## config.mk

```make
export PLATFORM = sky130hd
export DESIGN_NAME = hsv_core_commit
export DESIGN_NICKNAME = d
export VERILOG_FILES = /design/src/rtl/hsv_core_commit.sv
export SDC_FILE = /design/constraint.sdc
export NUM_CORES = 1
export LEC_CHECK = 0
export CORE_MARGIN = 1
export CORE_UTILIZATION = 25
export DETAILED_ROUTE_END_ITERATION = 10
export PLACE_DENSITY = 0.65
export SLEW_MARGIN = 20
export SYNTH_ARGS = -nofsm -noshare
export SYNTH_HDL_FRONTEND = slang
export SYNTH_SLANG_ARGS = --single-unit
```

## constraint.sdc

```tcl
create_clock -name clk_core -period 5.3 [get_ports clk_core]
set_clock_uncertainty 0.05 [all_clocks]
set_input_delay 1.59 -clock clk_core [delete_from_list [all_inputs] [get_ports clk_core]]
set_output_delay 1.59 -clock clk_core [all_outputs]
set_load 0.05 [all_outputs]
```

## src/rtl/hsv_core_commit.sv

```systemverilog
// In-order commit stage: picks the result whose tag matches the expected issue order,
// writes it back, traps on exceptions and drains on flush. Optional macro: HSV_COMMIT_RETIRE_CNT_EN.
module hsv_core_commit #(
  parameter int TAG_W  = 3,
  parameter int NUM_PU = 4
) (
  input  logic                          clk_core,
  input  logic                          rst_core_n,
  input  logic                          flush_req,
  output logic                          flush_ack,
  input  logic [NUM_PU-1:0]             pu_valid_i,
  output logic [NUM_PU-1:0]             pu_ready_o,
  input  logic [NUM_PU-1:0][TAG_W-1:0]  pu_tag,
  input  logic [NUM_PU-1:0][4:0]        pu_rd,
  input  logic [NUM_PU-1:0]             pu_wr,
  input  logic [NUM_PU-1:0][31:0]       pu_value,
  input  logic [NUM_PU-1:0]             pu_exc,
  output logic                          rf_wr_en,
  output logic [4:0]                    rf_rd,
  output logic [31:0]                   rf_data,
  output logic                          trap_o,
  output logic [63:0]                   retired
);

  localparam int IDX_W = (NUM_PU > 1) ? $clog2(NUM_PU) : 1;

  typedef enum logic [1:0] {
    RUN   = 2'd0,
    HALT  = 2'd1,
    FLUSH = 2'd2
  } state_e;

  state_e            state_r;
  state_e            state_nxt_s;
  logic [TAG_W-1:0]  exp_tag_r;
  logic [NUM_PU-1:0] match_s;
  logic              found_s;
  logic [IDX_W-1:0]  sel_s;
  logic              accept_s;
  logic              sel_exc_s;
  logic              commit_s;

  // Tag match per channel; descending scan leaves the lowest matching index selected
  always_comb begin
    match_s = {NUM_PU{1'b0}};
    sel_s   = {IDX_W{1'b0}};
    for (int i = NUM_PU - 1; i >= 0; i--) begin
      match_s[i] = pu_valid_i[i] & (pu_tag[i] == exp_tag_r);
      sel_s      = match_s[i] ? i[IDX_W-1:0] : sel_s;
    end
    found_s   = |match_s;
    sel_exc_s = pu_exc[sel_s];
    commit_s  = accept_s & ~sel_exc_s;
  end

  // Next-state, handshake and flush acknowledge; a same-cycle flush cancels the accept
  always_comb begin
    state_nxt_s = state_r;
    pu_ready_o  = {NUM_PU{1'b0}};
    flush_ack   = 1'b0;
    accept_s    = 1'b0;
    case (state_r)
      RUN: begin
        pu_ready_o[sel_s] = found_s;
        accept_s          = found_s & ~flush_req;
        if (flush_req) begin
          state_nxt_s = FLUSH;
        end else if (accept_s && sel_exc_s) begin
          state_nxt_s = HALT;
        end else begin
          state_nxt_s = RUN;
        end
      end
      HALT: begin
        if (flush_req) begin
          state_nxt_s = FLUSH;
        end else begin
          state_nxt_s = HALT;
        end
      end
      FLUSH: begin
        pu_ready_o = {NUM_PU{1'b1}};
        flush_ack  = flush_req & ~(|pu_valid_i);
        if (flush_req) begin
          state_nxt_s = FLUSH;
        end else begin
          state_nxt_s = RUN;
        end
      end
      default: begin
        state_nxt_s = RUN;
      end
    endcase
  end

  // State register and expected-tag counter (cleared by any flush)
  always_ff @(posedge clk_core or negedge rst_core_n) begin
    if (!rst_core_n) begin
      state_r   <= RUN;
      exp_tag_r <= {TAG_W{1'b0}};
    end else begin
      state_r <= state_nxt_s;
      if (flush_req || (state_r == FLUSH)) begin
        exp_tag_r <= {TAG_W{1'b0}};
      end else if (accept_s) begin
        exp_tag_r <= exp_tag_r + {{(TAG_W-1){1'b0}}, 1'b1};
      end else begin
        exp_tag_r <= exp_tag_r;
      end
    end
  end

  // Registered write-back port and trap pulse
  always_ff @(posedge clk_core or negedge rst_core_n) begin
    if (!rst_core_n) begin
      rf_wr_en <= 1'b0;
      rf_rd    <= 5'd0;
      rf_data  <= 32'd0;
      trap_o   <= 1'b0;
    end else begin
      rf_wr_en <= commit_s & pu_wr[sel_s] & (pu_rd[sel_s] != 5'd0);
      trap_o   <= accept_s & sel_exc_s;
      if (commit_s) begin
        rf_rd   <= pu_rd[sel_s];
        rf_data <= pu_value[sel_s];
      end else begin
        rf_rd   <= rf_rd;
        rf_data <= rf_data;
      end
    end
  end

`ifdef HSV_COMMIT_RETIRE_CNT_EN
  logic [63:0] retired_r;

  // Retired-instruction counter; wraps naturally at 2^64
  always_ff @(posedge clk_core or negedge rst_core_n) begin
    if (!rst_core_n) begin
      retired_r <= 64'd0;
    end else if (commit_s) begin
      retired_r <= retired_r + 64'd1;
    end else begin
      retired_r <= retired_r;
    end
  end

  assign retired = retired_r;
`else
  assign retired = 64'd0;
`endif

endmodule

```

==> run_results.csv, run 1 <==
group,metric,value,unit
global_route,antenna_found_initial,0,
placed_design,routabilityCongestion,0.855,
synthesis,synth_cell_types,43,
worst_setup_path,critPathCaptureType,"output port",
final_layout,area_growth,68.0,%
sta,tightestPinTransition,0.640,ns
sta,setup_viol,0,
floorplanning,rows,41,
sta,fmax,201,MHz
worst_setup_path,reg2reg_from,"exp_tag_r[0]",
global_route,grt_max_degree,45,
sta,relSlewSlack,57.0,%
cts,path_clk_slew,0.06,ns
final_layout,final_cell_mix,"clkdlybuf4s50_1, conb_1, nor2_1",
routing,dr.pass1.iters,7,
floorplanning,die_x,118,um
worst_setup_path,cp-startpoint,"pu_tag[7]",
cts,htreeDepth,2,
sta,fin_crit_sh,94.0,%
routing,drt_wl_total,11.5,mm
cts,clkLatencyLatePin,0.28,ns
sta,final_hold_viol_count,0,
worst_setup_path,critical_path_class,"input pin to output port",
cts,cts-root-buf,"clkbuf_16",
sta,rsz0062_at_grt,"false",
synthesis,ys_warn_count,0,
job,max_cap_violations,0,
global_route,grtUsageTotal,16.2,%
worst_setup_path,crit_required,3.66,ns
routing,remaining_drc_errors,0,
synthesis,postSynthCellCount,356,
final_layout,stdcell_area,5620,um^2
pwr,leakagePower,2.32,nW
worst_setup_path,crit_end,"pu_ready_o[2]",
cts,clockBufferDepth,2,
synthesis,synth_seq_cells,44,
worst_setup_path,cp.arrival,3.34,ns
worst_setup_path,critPathSlowestCell,"clkdlybuf4s50_1",
final_layout,utilization,43.8,%
worst_setup_path,ff2ff_setup_slack,2.39,ns
worst_setup_path,critPathMaxStageDelay,0.50,ns
placed_design,placed_cells,724,
cts,clock_sinks,44,
cts,cts_buffers,5,
floorplanning,ioPinCount,283,
placed_design,port_buffers,218,
synthesis,netlist_area,3350,um^2
cts,cts_tree,"yes",
global_route,grt.overflow.total,0,
sta,fin_crit,4.98,ns
worst_setup_path,worst-path-stages,7,
routing,dr_total_vias,3403,
final_layout,n_fill_cell,1256,
routing,wl_per_cell,15.7,um
sta,drv_slew,0,
hold_path,hold_class,"flop to flop",
cts,postCtsSetupBuffers,0,
floorplanning,fp.dieH,118,um
worst_setup_path,critPathBufInv,2,
worst_setup_path,cp-start-kind,"input pin",
routing,drtIter0Drc,281,
worst_setup_path,path_max_fanout,9,
final_layout,drive_gt1_share,10.7,%
final_layout,final_common_cell,"clkdlybuf4s50_1",
routing,vias_per_cell,4.65,
final_layout,fin_nets,735,
worst_setup_path,rr_worst_depth,8,
global_route,grt_pass1_wl,18.0,mm
worst_setup_path,crit_family,"simple AND/OR/NAND/NOR gates",
worst_setup_path,r2r_end,"rf_data[1]",
worst_setup_path,crit_chain,"clkdlybuf4s50_1 > xnor2_1 > and4_1 > and3_1 > nor2_1 > nor2_1 > buf_12",
final_layout,stdcell_count,732,
global_route,grt_pass1_vias,3510,
sta,tns,0,ns
worst_setup_path,cpMostUsedCell,"nor2_1",
synthesis,syn_area_per_cell,9.40,um^2
cts,cts_hold_buf,0,
pwr,p_per_area,357,nW/um^2
pwr,worst_ir_drop_vdd,0.157,mV
cts,cts_resized,0,
placed_design,placed_area,5470,um^2
floorplanning,start_util,26.1,%
status,status,"complete, no violations",
synthesis,yosysSeqAreaShare,32.9,%
routing,ant_nets,0,
floorplanning,die-area,13800,um^2
pwr,power.total,0.00201,W
placed_design,dp_hpwl,9.01,mm
final_layout,antennaDiodeCount,0,
floorplanning,core,12800,um^2
## state kept, by name, indices dropped and copies added, names as in the netlist
| signal | count |
|---|---|
| rf_wr_en | 1 |
| trap_o | 1 |
| state_r | 2 |
| rf_rd | 5 |
| rf_data | 32 |
| exp_tag_r | 3 |
## area by class of cell
type | instances | area [um^2] | share of cell area, %
clock buffer | 8 | 146 | 2.60
inverter | 3 | 11.3 | 0.200
tap | 172 | 215 | 3.83
timing repair buffer | 226 | 2290 | 40.7
sequential | 44 | 1100 | 19.6
multi-input combinational | 279 | 1860 | 33.0
## report_power, final
part / internal (W) / switching, W
Clock: 0.000188 / 0.000123
Combinational: 0.000424 / 0.000747
Sequential: 0.000456 / 0.0000673
## synth_stat cells (all sizes together)
cell type | count | area share, %
nand4b | 1 | 0.26
a222oi | 36 | 11
nor4 | 2 | 0.56
o211ai | 1 | 0.37
o21ai | 3 | 0.56
and3 | 2 | 0.37
and4b | 1 | 0.30
dfrtp | 44 | 33
nor2 | 47 | 5.3
a221oi | 1 | 0.26
mux2i | 1 | 0.30
a22o | 1 | 0.26
and4 | 5 | 1.3
xor2 | 1 | 0.26
a2111o | 1 | 0.34
nor2b | 2 | 0.37
a21boi | 2 | 0.45
ha | 1 | 0.37
nand2 | 5 | 0.56
nor3 | 5 | 0.75
nand3 | 1 | 0.15
mux2 | 34 | 11
a221o | 2 | 0.60
a31oi | 2 | 0.82
nand2b | 3 | 0.56
a2111oi | 1 | 0.45
a21o | 1 | 0.22
xnor2 | 13 | 3.4
a21oi | 34 | 5.1
inv | 3 | 0.34
nand3b | 1 | 0.22
clkbuf | 8 | 0.90
buf | 85 | 18
conb | 1 | 0.11
a311oi | 1 | 0.26
nand4 | 3 | 0.56
o31ai | 1 | 0.22
## worst reg2reg max path: cells and delay by family, from the launching register on
kind / cells / cell delay, ns
buffers and inverters: 1 / 0.40
DFF: 1 / 0.54
AOI/OAI and AO/OA: 3 / 0.93
xor gates and xnor gates: 1 / 0.16
and+or+nand+nor: 3 / 0.75
## cell families (layout without fill, tap and decap cells)
family	count (synthesis)	count (layout)	synth area share [%]
AO/OA/AOI/OAI	87	87	20.7
AND/OR/NAND/NOR	78	78	11.3
buffers and inverters	96	237	19.3
XOR/XNOR	14	14	3.66
other	1	64	0.112
flip-flops	44	44	32.9
multiplexers	35	35	11.7
adder cells (fa/ha/maj)	1	1	0.374
## how the worst min path moves through the flow
| stage | end | from | slack, ns | depth (start not counted) |
|---|---|---|---|---|
| 2_1_floorplan | exp_tag_r[1] | exp_tag_r[1] | 0.59 | 3 |
| 3_3_place_gp | rf_rd[4] | rf_rd[4] | 0.43 | 2 |
| 3_5_place_dp | rf_rd[4] | rf_rd[4] | 0.44 | 2 |
| 4_1_cts | rf_rd[4] | rf_rd[4] | 0.46 | 2 |
| 5_1_grt | rf_rd[4] | rf_rd[4] | 0.48 | 2 |
| 6_report | rf_rd[4] | rf_rd[4] | 0.46 | 2 |
## per-layer routing
layer | track usage [%] | wire (um)
met5 | 0 | 0
met4 | 3.61 | 146
met3 | 4.22 | 864
met2 | 30.7 | 5960
met1 | 18.0 | 4500
## through the flow
stage	hold WS [ns]	setup WS, ns
3_3_place_gp	0.427	0.387
3_5_place_dp	0.442	0.337
2_1_floorplan	0.592	0.0982
5_1_grt	0.485	0.227
6_report	0.457	0.316
4_1_cts	0.460	0.310
Note: power is estimated with default switching activity, not from simulation.
==> run 2, diff against run 1 <==
--- a/config.mk
+++ b/config.mk
@@ -7,9 +7,11 @@
 export LEC_CHECK = 0
 export CORE_MARGIN = 1
 export CORE_UTILIZATION = 25
+export CTS_BUF_LIST = sky130_fd_sc_hd__clkbuf_8
 export DETAILED_ROUTE_END_ITERATION = 10
 export PLACE_DENSITY = 0.65
 export SLEW_MARGIN = 20
 export SYNTH_ARGS = -nofsm -noshare
 export SYNTH_HDL_FRONTEND = slang
 export SYNTH_SLANG_ARGS = --single-unit
+export TNS_END_PERCENT = 30
==> run 2 against run 1 <==
Net effect: sequential power barely moved; final cell count did not move; total power fell by 4.9%; first-iteration DRC count fell by 12%; critical path depth did not move; core utilization fell by 0.44 points.
==> run_results.csv, run 2 (same netlist as run 1, synthesis figures left out) <==
group,metric,value,unit
worst_setup_path,critical_path_class,"input pin to output port",
final_layout,reg.largest.list,"rf_data: 32 flops, rf_rd: 5 flops, exp_tag_r: 3 flops",
routing,drtIter0Drc,246,
routing,dr.pass1.iters,9,
cts,cts_resized,0,
sta,tns,0,ns
global_route,grt_pass1_vias,3504,
global_route,grt.overflow.total,0,
sta,final_hold_viol_count,0,
pwr,leakagePower,2.31,nW
floorplanning,die_x,118,um
routing,dr_total_vias,3426,
global_route,grtUsageTotal,16.2,%
worst_setup_path,cp-start-kind,"input pin",
pwr,worst_ir_drop_vdd,0.137,mV
final_layout,n_fill_cell,1263,
worst_setup_path,critPathMaxStageDelay,0.50,ns
worst_setup_path,cp.arrival,3.35,ns
final_layout,area_growth,66.3,%
worst_setup_path,critPathSlowestCell,"clkdlybuf4s50_1",
worst_setup_path,crit_required,3.66,ns
routing,ant_nets,0,
sta,drv_slew,0,
pwr,p_per_area,343,nW/um^2
global_route,grt_max_degree,45,
worst_setup_path,crit_chain,"clkdlybuf4s50_1 > xnor2_1 > and4_1 > and3_1 > nor2_1 > nor2_1 > buf_12",
floorplanning,core,12800,um^2
sta,tightestPinTransition,0.643,ns
sta,fin_crit,4.99,ns
final_layout,stdcell_count,732,
worst_setup_path,cpMostUsedCell,"nor2_1",
routing,vias_per_cell,4.68,
sta,rsz0062_at_grt,"false",
cts,cts-root-buf,"clkbuf_8",
final_layout,largest_reg_flops,32,
cts,clock_sinks,44,
placed_design,dp_hpwl,9.01,mm
final_layout,antennaDiodeCount,0,
routing,remaining_drc_errors,0,
sta,setup_viol,0,
placed_design,port_buffers,218,
final_layout,fin_nets,735,
sta,relSlewSlack,56.8,%
worst_setup_path,critPathCaptureType,"output port",
final_layout,final_common_cell,"clkdlybuf4s50_1",
job,max_cap_violations,0,
cts,cts_hold_buf,0,
cts,cts_tree,"yes",
cts,cts_buffers,5,
placed_design,placed_cells,724,
cts,clkLatencyLatePin,0.29,ns
floorplanning,rows,41,
placed_design,routabilityCongestion,0.855,
hold_path,hold_class,"flop to flop",
cts,postCtsSetupBuffers,0,
floorplanning,fp.dieH,118,um
sta,fmax,201,MHz
routing,drt_wl_total,11.4,mm
floorplanning,ioPinCount,283,
final_layout,final_cell_mix,"clkdlybuf4s50_1, conb_1, nor2_1",
status,status,"complete, no violations",
global_route,antenna_found_initial,0,
global_route,grt_pass1_wl,18.0,mm
final_layout,drive_gt1_share,10.7,%
floorplanning,start_util,26.1,%
cts,htreeDepth,2,
final_layout,largest_register,"rf_data",
cts,path_clk_slew,0.08,ns
floorplanning,die-area,13800,um^2
cts,clockBufferDepth,2,
worst_setup_path,path_max_fanout,9,
sta,fin_crit_sh,94.1,%
routing,wl_per_cell,15.6,um
-- run 2: layout make-up --
| cell class | count | area, um^2 | share of cell area (%) |
|---|---|---|---|
| Inverter | 3 | 11.3 | 0.202 |
| Clock buffer | 6 | 82.6 | 1.48 |
| Clock inverter | 2 | 7.51 | 0.135 |
| Tap cell | 172 | 215 | 3.87 |
| Multi-Input combinational cell | 279 | 1860 | 33.4 |
| Sequential cell | 44 | 1100 | 19.8 |
| Timing Repair Buffer | 226 | 2290 | 41.2 |
-- run 2: critical path, delay by kind of cell --
family        cells  cell delay [ns]
xor+xnor          1             0.12
simple gates      4             0.96
buf+inv           2             0.67
-- run 2: power by group --
| group | internal, W | switching (W) | leakage, nW |
|---|---|---|---|
| Sequential | 0.000455 | 0.0000668 | 0.524 |
| Clock | 0.000103 | 0.000111 | 0.0538 |
| Combinational | 0.000424 | 0.000747 | 1.73 |
| Total | 0.000982 | 0.000926 | 2.31 |
-- run 2: final timing paths --
check                                   from  cells past startpoint            end  slack [ns]
worst max-delay path               pu_tag[7]                      7  pu_ready_o[2]        0.31
worst min-delay path                rf_rd[4]                      2       rf_rd[4]        0.46
worst max register to register  exp_tag_r[0]                      8     rf_data[1]        2.39
worst min register to register      rf_rd[4]                      2       rf_rd[4]        0.46
max in group asynchronous         rst_core_n                      1    rf_data[24]        3.58
min in group asynchronous         rst_core_n                      1     rf_data[5]        1.24
-- run 2: routing by layer --
| metal | up-vias | wire length [um] | GRT usage, % |
|---|---|---|---|
| met5 | - | 0 | 0 |
| met4 | 0 | 146 | 3.61 |
| met3 | 10 | 888 | 4.07 |
| met2 | 190 | 5940 | 30.6 |
| met1 | 1621 | 4430 | 18.0 |
| li1 | 1605 | - | - |
-- run 2: per-stage QoR --
step / hold slack (ns) / utilization [%] / setup slack [ns] / total power, W / area (um^2)
2_1_floorplan: 0.592 / - / 0.0982 / 0.00128 / 3580
4_1_cts: 0.466 / 43.4 / 0.310 / 0.00193 / 5560
5_1_grt: 0.492 / 43.4 / 0.227 / 0.00201 / 5560
3_3_place_gp: 0.427 / 42.7 / 0.387 / 0.00169 / 5470
3_5_place_dp: 0.442 / 42.7 / 0.337 / 0.00170 / 5470
6_report: 0.462 / 43.4 / 0.314 / 0.00191 / 5560
